File: src/rtl/uart_pkg.sv
// Shared UART definitions: receiver state encoding, oversample ratio and the
// baud divisor table used by both the transmitter and the receiver.
package uart_pkg;

    localparam int OVERSAMPLE = 16;
    localparam int DIV_W      = 10;

    typedef enum logic [2:0] {
        IDLE,
        START,
        DATA,
        PARITY,
        STOP,
        BREAK
    } uart_rx_state_e;

    // Clock cycles per oversample tick at 100 MHz: 9600, 19200, 38400, 115200 baud.
    function automatic logic [DIV_W-1:0] baud_div(input logic [1:0] baud_sel);
        case (baud_sel)
            2'd0:    return 10'd651;
            2'd1:    return 10'd326;
            2'd2:    return 10'd163;
            default: return 10'd54;
        endcase
    endfunction

endpackage

File: src/rtl/uart_rx_tick_gen.sv
// Oversample tick generator: one-cycle tick every baud_div(baud_sel) clocks,
// with a synchronous clear so ticks can be re-phased to a start edge.
module uart_rx_tick_gen (
    input  logic       clk,
    input  logic       rst,
    input  logic       clr,
    input  logic [1:0] baud_sel,
    output logic       tick
);
    import uart_pkg::*;

    logic [DIV_W-1:0] cnt;
    logic [DIV_W-1:0] div_m1;

    assign div_m1 = baud_div(baud_sel) - DIV_W'(1);
    assign tick   = (cnt == div_m1);

    always_ff @(posedge clk or negedge rst) begin
        if (!rst)              cnt <= '0;
        else if (clr || tick)  cnt <= '0;
        else                   cnt <= cnt + 1'b1;
    end

endmodule

File: src/rtl/uart_rx_oversampled.sv
// UART receiver: 16x oversampling, 3-sample majority vote, 8N1/8E1/8O1 framing,
// one-entry valid/ready holding register with parity, framing and overrun flags.
module uart_rx_oversampled #(
    parameter int DATA_BITS  = 8,
    parameter int OVERSAMPLE = uart_pkg::OVERSAMPLE
) (
    input  logic                 clk,
    input  logic                 rst,
    input  logic [1:0]           baud_sel,
    input  logic                 parity_en,
    input  logic                 parity_odd,
    input  logic                 rx_serial,
    output logic [DATA_BITS-1:0] rx_byte,
    output logic                 rx_valid,
    input  logic                 rx_ready,
    output logic                 rx_bussy,
    output logic                 rx_tick,
    output logic                 rx_error,
    output logic                 rx_parity_err,
    output logic                 rx_overrun
);
    import uart_pkg::*;

    localparam int SW = $clog2(OVERSAMPLE);
    localparam int BW = $clog2(DATA_BITS + 1);
    // Vote window is the three samples around mid-bit (7/8/9 at 16x).
    localparam logic [SW-1:0] S_A    = SW'(OVERSAMPLE / 2 - 1);
    localparam logic [SW-1:0] S_B    = SW'(OVERSAMPLE / 2);
    localparam logic [SW-1:0] S_MID  = SW'(OVERSAMPLE / 2 + 1);
    localparam logic [SW-1:0] S_LAST = SW'(OVERSAMPLE - 1);

    uart_rx_state_e state, next;

    logic                 sync1, sync2, line_q;
    logic                 fall, start_det, mid_tick, end_tick, maj;
    logic                 complete, frame_err;
    logic [SW-1:0]        samp;
    logic                 v_a, v_b;
    logic [1:0]           baud_q;
    logic                 pen_q, podd_q, perr_q;
    logic [BW-1:0]        bit_cnt;
    logic [DATA_BITS-1:0] shreg;

    always_ff @(posedge clk or negedge rst) begin
        if (!rst) begin
            sync1  <= 1'b1;
            sync2  <= 1'b1;
            line_q <= 1'b1;
        end else begin
            sync1  <= rx_serial;
            sync2  <= sync1;
            line_q <= sync2;
        end
    end

    assign fall      = line_q & ~sync2;
    assign start_det = (state == IDLE) && fall;
    assign mid_tick  = rx_tick && (samp == S_MID);
    assign end_tick  = rx_tick && (samp == S_LAST);
    assign maj       = (v_a & v_b) | (v_a & sync2) | (v_b & sync2);
    assign rx_bussy  = (state != IDLE);

    uart_rx_tick_gen u_tick (
        .clk      (clk),
        .rst      (rst),
        .clr      (start_det),
        .baud_sel (baud_q),
        .tick     (rx_tick)
    );

    always_ff @(posedge clk or negedge rst) begin
        if (!rst) state <= IDLE;
        else      state <= next;
    end

    always_comb begin
        next      = state;
        complete  = 1'b0;
        frame_err = 1'b0;
        unique case (state)
            IDLE:   if (fall) next = START;
            START: begin
                if (mid_tick && maj) next = IDLE;
                else if (end_tick)   next = DATA;
            end
            DATA:   if (end_tick && bit_cnt == BW'(DATA_BITS)) next = pen_q ? PARITY : STOP;
            PARITY: if (end_tick) next = STOP;
            STOP: begin
                if (mid_tick) begin
                    if (maj) begin
                        next     = IDLE;
                        complete = 1'b1;
                    end else begin
                        next      = BREAK;
                        frame_err = 1'b1;
                    end
                end
            end
            BREAK:  if (sync2) next = IDLE;
            default: next = IDLE;
        endcase
    end

    // Sample index, vote samples and per-frame configuration.
    always_ff @(posedge clk or negedge rst) begin
        if (!rst) begin
            samp    <= '0;
            v_a     <= 1'b1;
            v_b     <= 1'b1;
            baud_q  <= 2'd0;
            pen_q   <= 1'b0;
            podd_q  <= 1'b0;
            perr_q  <= 1'b0;
            bit_cnt <= '0;
            shreg   <= '0;
        end else if (start_det) begin
            samp    <= '0;
            baud_q  <= baud_sel;
            pen_q   <= parity_en;
            podd_q  <= parity_odd;
            perr_q  <= 1'b0;
            bit_cnt <= '0;
        end else if (rx_tick) begin
            samp <= samp + 1'b1;
            if (samp == S_A) v_a <= sync2;
            if (samp == S_B) v_b <= sync2;
            if (mid_tick && state == DATA) begin
                shreg   <= {maj, shreg[DATA_BITS-1:1]};
                bit_cnt <= bit_cnt + 1'b1;
            end
            if (mid_tick && state == PARITY) perr_q <= maj ^ (^shreg) ^ podd_q;
        end
    end

    always_ff @(posedge clk or negedge rst) begin
        if (!rst) begin
            rx_byte       <= '0;
            rx_valid      <= 1'b0;
            rx_parity_err <= 1'b0;
            rx_error      <= 1'b0;
            rx_overrun    <= 1'b0;
        end else begin
            rx_error   <= frame_err;
            rx_overrun <= 1'b0;
            if (complete) begin
                if (!rx_valid || rx_ready) begin
                    rx_byte       <= shreg;
                    rx_parity_err <= perr_q;
                    rx_valid      <= 1'b1;
                end else begin
                    rx_overrun <= 1'b1;
                end
            end else if (rx_valid && rx_ready) begin
                rx_valid <= 1'b0;
            end
        end
    end

endmodule

File: config.mk
export PLATFORM = sky130hd
export DESIGN_NAME = uart_rx_oversampled
export DESIGN_NICKNAME = d
export VERILOG_FILES = /design/src/rtl/uart_pkg.sv /design/src/rtl/uart_rx_tick_gen.sv /design/src/rtl/uart_rx_oversampled.sv
export SDC_FILE = /design/constraint.sdc
export NUM_CORES = 1
export LEC_CHECK = 0
export ABC_AREA = 1
export BUFFER_PORTS_ARGS = -buffer_cell sky130_fd_sc_hd__clkbuf_2
export CORE_UTILIZATION = 50
export CTS_BUF_LIST = sky130_fd_sc_hd__clkbuf_4 sky130_fd_sc_hd__clkbuf_8
export CTS_CLUSTER_SIZE = 30
export DETAILED_ROUTE_END_ITERATION = 12
export PLACE_DENSITY = 0.66
export SYNTH_ARGS = -nofsm -noshare
export SYNTH_HDL_FRONTEND = slang
export SYNTH_SLANG_ARGS = --single-unit
File: constraint.sdc
create_clock -name clk -period 2.7 [get_ports clk]
set_input_delay 0.405 -clock clk [delete_from_list [all_inputs] [get_ports clk]]
set_output_delay 0.405 -clock clk [all_outputs]
set_load 0.005 [all_outputs]
Word-level counts from Yosys, hierarchy flattened. Index checks and enable logic that the tools add are counted.

Logic and storage cells: 111. Output and inout port bits: 14. Register bits after elaboration: 51.

Add/subtract/negate cells: 4. Mux-type cells: 31. Bitwise gates (word level): 10. Reduce and logical (&&, ||, !) cells: 27. Equal/unequal tests: 20.

Operators with widths (count): 10-bit one-hot mux with 3 select lines (1); 3-bit 2-to-1 mux (9); 4-bit 2-to-1 mux (5); 3-bit one-hot mux with 6 select lines (1); 4-bit equality test (second input constant) (4); 1-bit 2-to-1 mux (14); 10-bit by 1-bit adder with 10-bit output (second input constant) (1); 10-bit equality test (1); 10-bit 2-to-1 mux (1); 2-bit inequality test (second input constant) (5); 10-bit by 1-bit subtractor with 10-bit output (second input constant) (1); 3-bit AND reduction (3); 4-bit by 1-bit adder with 4-bit output (second input constant) (2); 1-bit logical AND (8); 2-bit AND reduction (4); 2-bit nonzero test (4); 8-bit XOR reduction (1); 3-bit by 2-bit equality test with 1-bit output (second input constant) (2); 3-bit equality test (second input constant) (2); 6-bit AND reduction (1); 1-bit bitwise AND (4); 4-bit by 3-bit equality test with 1-bit output (second input constant) (1); 3-bit by 1-bit equality test with 1-bit output (second input constant) (1); 3-bit logical NOT (1); 11 further kinds (15).

Logic depth before layout (Yosys ltp).
Depth in word-level cells: 9. Mapped depth: 14. Mapped depth without buffers: 13.

By module. From an unflattened synthesis, not the netlist that was laid out.

Cells, all modules: 341. Area total of the unflattened synthesis: 2695.1 um^2.

Modules (own cells, without submodules): uart_rx_oversampled (area an instance 2074.5 um^2, cells an instance 257, times used 1); uart_rx_tick_gen (area an instance 620.6 um^2, cells an instance 84, times used 1).

Worst setup path after synthesis. OpenSTA, ideal clock, no wires.

Kind: register to register. From: register baud_q[0]. To: register bit_cnt[0]. Clock period less this slack: 1.572 ns. Slack: 1.128 ns. Cell stages (with the launch flop): 14. Data required time: 2.574 ns. Data arrival time: 1.445 ns. Path buffers: 1. Cell sequence: dfrtp_1 > buf_4 > nor2_1 > nand2_1 > nand2_1 > nand2_1 > nor2_4 > nand2_4 > inv_4 > nand2_4 > nor2_8 > inv_2 > nand2_1 > o21ai_0.

Cells in the longest elaborated chain, start to end: 8.

RTL lines: from (decl) (RTL line uart_rx_oversampled.sv:39) `logic [1:0] baud_q;`; from (signal assigned) (RTL line uart_rx_oversampled.sv:118) `baud_q <= baud_sel;`; 2-bit equality test (tied with other cells) (RTL line uart_pkg.sv:19) `case (baud_sel)`; 10-bit one-hot mux with 3 select lines * (RTL line uart_pkg.sv:19); 10-bit by 1-bit subtractor with 10-bit output * (RTL line uart_rx_tick_gen.sv:15) `assign div_m1 = baud_div(baud_sel) - DIV_W'(1);`; 10-bit equality test * (RTL line uart_rx_tick_gen.sv:16) `assign tick = (cnt == div_m1);`; via rx_tick (RTL line uart_rx_oversampled.sv:17) `output logic rx_tick,`; 1-bit logical AND (RTL line uart_rx_oversampled.sv:58) `assign mid_tick = rx_tick && (samp == S_MID);`; 1-bit logical AND (RTL line uart_rx_oversampled.sv:127) `if (mid_tick && state == DATA) begin`; 2-bit nonzero test (no source line); 2-bit AND reduction (no source line) *; to (signal assigned) (RTL line uart_rx_oversampled.sv:129) `bit_cnt <= bit_cnt + 1'b1;`; to (decl) (RTL line uart_rx_oversampled.sv:41) `logic [BW-1:0] bit_cnt;`.

Mark *: on every way through the listed nets, which the timed path passes. The rest lies on a longest branch. A chain may end at the register's enable or synchronous reset.

Final worst setup path.
From: register state[0]. To: register u_tick.cnt[8].

Cells in the longest elaborated chain, start to end: 4.

RTL lines: from (decl) (RTL line uart_rx_oversampled.sv:32) `uart_rx_state_e state, next;`; from (signal assigned) (RTL line uart_rx_oversampled.sv:73) `else state <= next;`; 3-bit logical NOT (RTL line uart_rx_oversampled.sv:57) `assign start_det = (state == IDLE) && fall;`; 1-bit logical AND (RTL line uart_rx_oversampled.sv:57); 1-bit logical OR (RTL line uart_rx_tick_gen.sv:20) `else if (clr || tick) cnt <= '0;`; 10-bit 2-to-1 mux (RTL line uart_rx_tick_gen.sv:20); to (signal assigned) (RTL line uart_rx_tick_gen.sv:21) `else cnt <= cnt + 1'b1;`; to (decl) (RTL line uart_rx_tick_gen.sv:12) `logic [DIV_W-1:0] cnt;`.

No other way between the ends.

==> Implementation_results.wiki <==
{| class="wikitable"
! Metric !! Value
|-
| Overall Global Routing Usage || 20.6%
|-
| Global-route met1 utilization || 28.1%
|-
| Via count || a little over 2000
|-
| H-tree depth || 2
|-
| Routed vias/inst || 5.00
|-
| Mapped Nets || about 330
|-
| Aggregate global routing overflow || 0
|-
| Clock tree from TritonCTS || yes
|-
| Post-synth EDFFs || 0
|-
| Min cycle time layout || 2.01 ns
|-
| Cell Area, Synth || 2600 µm²
|-
| Routing usage on met3 || 4.34%
|-
| Type of the setup path with the least slack || reg -> reg
|-
| Slew at the pin with the worst max-slew slack || 0.630 ns
|-
| Remaining antenna violation count after routing || 0
|-
| Proportion of layout cells with a drive suffix above 1 || 15.7%
|-
| Slew Viols, Final || 0
|-
| Cell type of the slowest stage on the worst timing path || sky130_fd_sc_hd__dfrtp_1
|-
| Number of top-level pins || 22
|-
| Ant. Diodes || 0
|-
| Total Power || 2200 µW
|-
| Outcome || finished clean
|-
| Max clock buf depth || 2
|-
| Vias in the first global route || between 1500 and 2000
|-
| First-pass GRT wire length || 8530 µm
|-
| GPL Wtd Cong || 0.812
|-
| Ordered cell list for the critical path || nor2_1, nand2_1, nor3_4, inv_1, nand2_1, inv_1, o21ai_0, a21oi_1
|-
| Kind of start point of the critical path || flop
|-
| Biggest fanout along the worst timing path || 11
|-
| Area added between synthesis and finish || 11.0%
|-
| Top Usage Layer GRT || met2
|-
| Number of cells upsized or downsized after cts || 0
|-
| R2r startpoint || state[0]$_DFFE_PN0P_
|-
| Starting Density || 53.6%
|-
| Largest incremental delay on the critical path || 0.43 ns
|-
| Wire length per cell || 11.7 µm
|-
| Clock transition at the register clock pins on the worst setup and hold paths after CTS || 0.09 ns
|-
| Iteration count of the initial detailed-routing pass || 4
|-
| Standard-cell rows || 25
|-
| Leading register cell type out of synthesis || sky130_fd_sc_hd__dfrtp_1
|-
| Placeable core region || 4850 µm²
|-
| Maximum number of pins on one net before global-route repair || 52
|-
| Register bit total from synthesis || 51
|-
| Startpoint of the lowest-slack hold path || rx_serial
|-
| Max Cap Violations || 0
|-
| Worst hold-check path type || in -> reg
|-
| Die height || 74.1 µm
|-
| Synthesized instance count || 319
|-
| Post-CTS Repair Setup Buffers || 0
|-
| 1st-iter DRT viols || roughly 100
|-
| Power density normalized to cell area || 764 nW/µm²
|-
| Detailed-placement wirelength estimate || 3510 µm
|-
| Chip Width || 74.1 µm
|-
| Maximum clock rate || between 400 and 500 MHz
|-
| Number of filler cells placed in the layout || 446
|-
| Critical Path Source || state[0]$_DFFE_PN0P_
|-
| Syn Area/Cell || 8.15 µm²
|-
| Cts bufs inserted || 5
|-
| Number of antenna violations at the first check in global routing || 0
|-
| Fin crit share || 74.6%
|-
| CP delay by family, top || simple AND/OR/NAND/NOR gates
|-
| Summed area of non-filler cells in the final layout || 2890 µm²
|-
| Max VDD drop || 0.472 mV
|-
| Number of buffers inserted for hold repair after clock tree synthesis || 0
|-
| Worst-Skew Late Latency || 0.30 ns
|-
| Overall die area || between 5000 and 6000 µm²
|-
| Lkg Pwr || 0.00156 µW
|-
| Count of buffers inserted at the top-level ports || 21
|-
| Share of flip-flops with an asynchronous set or reset || 100%
|-
| Setup TNS Final || 0 ns
|-
| # clock sinks || ~50
|-
| Sequential fraction of the synthesis area || 49.3%
|-
| Number of setup violations in the final report || 0
|-
| Number of library cell types mapped by synthesis || 34
|-
| Area post-placement || 2770 µm²
|-
| Nature of the critical path endpoint || flop
|-
| Clock root buffer || sky130_fd_sc_hd__clkbuf_8
|-
| Final setup skew || 0.00554 ns
|-
| Buffers and inverters on the worst path || 2
|-
| Arrival time of data at the critical path endpoint || around 2.2 ns
|-
| Reg2reg setup slack || 0.69 ns
|-
| Grt met2 use || a little under a third
|-
| Final number of hold-violating endpoints || 0
|-
| DRC errors left || 0
|-
| Final Net Count || 358
|-
| Number of synthesis warnings || 0
|-
| Total wire length || 4820 µm
|-
| Unrepaired setup endpoints after global routing || no
|-
| CP Data Required Time || 2.88 ns
|-
| Relative slew slack || around 58%
|}
==> per-stage QoR <==
| step | setup slack (ns) | utilization [%] | hold WS [ns] | instances |
|---|---|---|---|---|
| finish | 0.687 | 59.5 | 0.181 | 412 |
| global route | 0.481 | 59.5 | 0.157 | 412 |
| CTS | 0.668 | 59.5 | 0.163 | 412 |
| detailed placement | 0.716 | 57.1 | 0.349 | 404 |
| global placement | 0.793 | 57.1 | 0.353 | 404 |
| floorplan | 1.13 | - | 0.109 | 319 |
==> kinds of logic (layout without fill, tap and decap cells) <==
kind of cell / Yosys count / in the layout / share of synthesized area (%)
AO/OA/AOI/OAI: 32 / 32 / 6.98
buffers and inverters: 40 / 66 / 6.35
XOR/XNOR: 8 / 8 / 2.70
flip-flops: 51 / 51 / 49.3
AND/OR/NAND/NOR: 182 / 182 / 31.8
adder cells (fa/ha/maj): 6 / 6 / 2.89
==> report_power, final <==
group	leakage (µW)	total, µW	internal, µW	switching (µW)
registers	0.000674	1010	875	131
clock network	0.0000612	542	300	242
logic	0.000828	656	239	418
==> worst paths after layout <==
check / end / cells after the start
worst max-delay path: u_tick.cnt[8]$_DFF_PN0_ / 8
worst min-delay path: sync1$_DFF_PN1_ / 1
worst max register to register: u_tick.cnt[8]$_DFF_PN0_ / 8
worst min register to register: sync2$_DFF_PN1_ / 0
max in group asynchronous: bit_cnt[2]$_DFFE_PN0P_ / 2
min in group asynchronous: u_tick.cnt[9]$_DFF_PN0_ / 2
==> cells in the mapped netlist (4+ instances only) <==
| master | instances | area [µm²] |
|---|---|---|
| sky130_fd_sc_hd__o21ai_1 | 4 | 20.0 |
| sky130_fd_sc_hd__nand3_1 | 23 | 115 |
| sky130_fd_sc_hd__o21ai_0 | 16 | 80.1 |
| sky130_fd_sc_hd__inv_2 | 5 | 18.8 |
| sky130_fd_sc_hd__xnor2_1 | 5 | 43.8 |
| sky130_fd_sc_hd__nand2_1 | 108 | 405 |
| sky130_fd_sc_hd__ha_1 | 6 | 75.1 |
| sky130_fd_sc_hd__a21oi_1 | 7 | 35.0 |
| sky130_fd_sc_hd__and3_1 | 4 | 25.0 |
| sky130_fd_sc_hd__inv_1 | 30 | 113 |
| sky130_fd_sc_hd__nor3_1 | 8 | 40.0 |
| sky130_fd_sc_hd__dfrtp_1 | 46 | 1150 |
| sky130_fd_sc_hd__dfstp_2 | 5 | 131 |
| sky130_fd_sc_hd__nor2_1 | 24 | 90.1 |
==> cells in the final DEF (no fill, tap or decap), types with 2 or more instances in the layout <==
cell type / n
sky130_fd_sc_hd__xor2_1: 3
sky130_fd_sc_hd__xnor2_1: 5
sky130_fd_sc_hd__clkbuf_8: 6
sky130_fd_sc_hd__dfrtp_1: 46
sky130_fd_sc_hd__nand2_1: 108
sky130_fd_sc_hd__a21oi_1: 7
sky130_fd_sc_hd__o21ai_1: 4
sky130_fd_sc_hd__inv_1: 30
sky130_fd_sc_hd__nor2_2: 2
sky130_fd_sc_hd__nand4_1: 2
sky130_fd_sc_hd__nor3_1: 8
sky130_fd_sc_hd__o21ai_0: 16
sky130_fd_sc_hd__clkbuf_2: 21
sky130_fd_sc_hd__and3_1: 4
sky130_fd_sc_hd__nor2_4: 2
sky130_fd_sc_hd__nand3_1: 23
sky130_fd_sc_hd__or2_2: 2
sky130_fd_sc_hd__inv_2: 5
sky130_fd_sc_hd__nand2_4: 3
sky130_fd_sc_hd__nor2_1: 24
sky130_fd_sc_hd__ha_1: 6
sky130_fd_sc_hd__dfstp_2: 5
==> sequential cells by signal (all words and copies together), names as in the netlist, 2 cells and up <==
name and count:
u_tick.cnt 10, baud_q 2, bit_cnt 4, state 3, shreg 8, samp 4
rx_byte 8
==> area by class of cell <==
| type | instances | area, µm² | area share, % |
|---|---|---|---|
| clock buffer | 6 | 82.6 | 2.86 |
| tap | 67 | 83.8 | 2.90 |
| clock inverter | 2 | 35.0 | 1.21 |
| sequential | 51 | 1280 | 44.4 |
| inverter | 36 | 138 | 4.77 |
| timing repair buffer | 22 | 113 | 3.90 |
| multi-input combinational | 228 | 1150 | 39.9 |
==> metal layers <==
metal  routed length, µm  up-vias
met2                2090       51
li1                    -     1066
met1                2460      940
met5                   0        -
met4                  55        0
met3                 210        4
(Power assumes the default switching activity.)
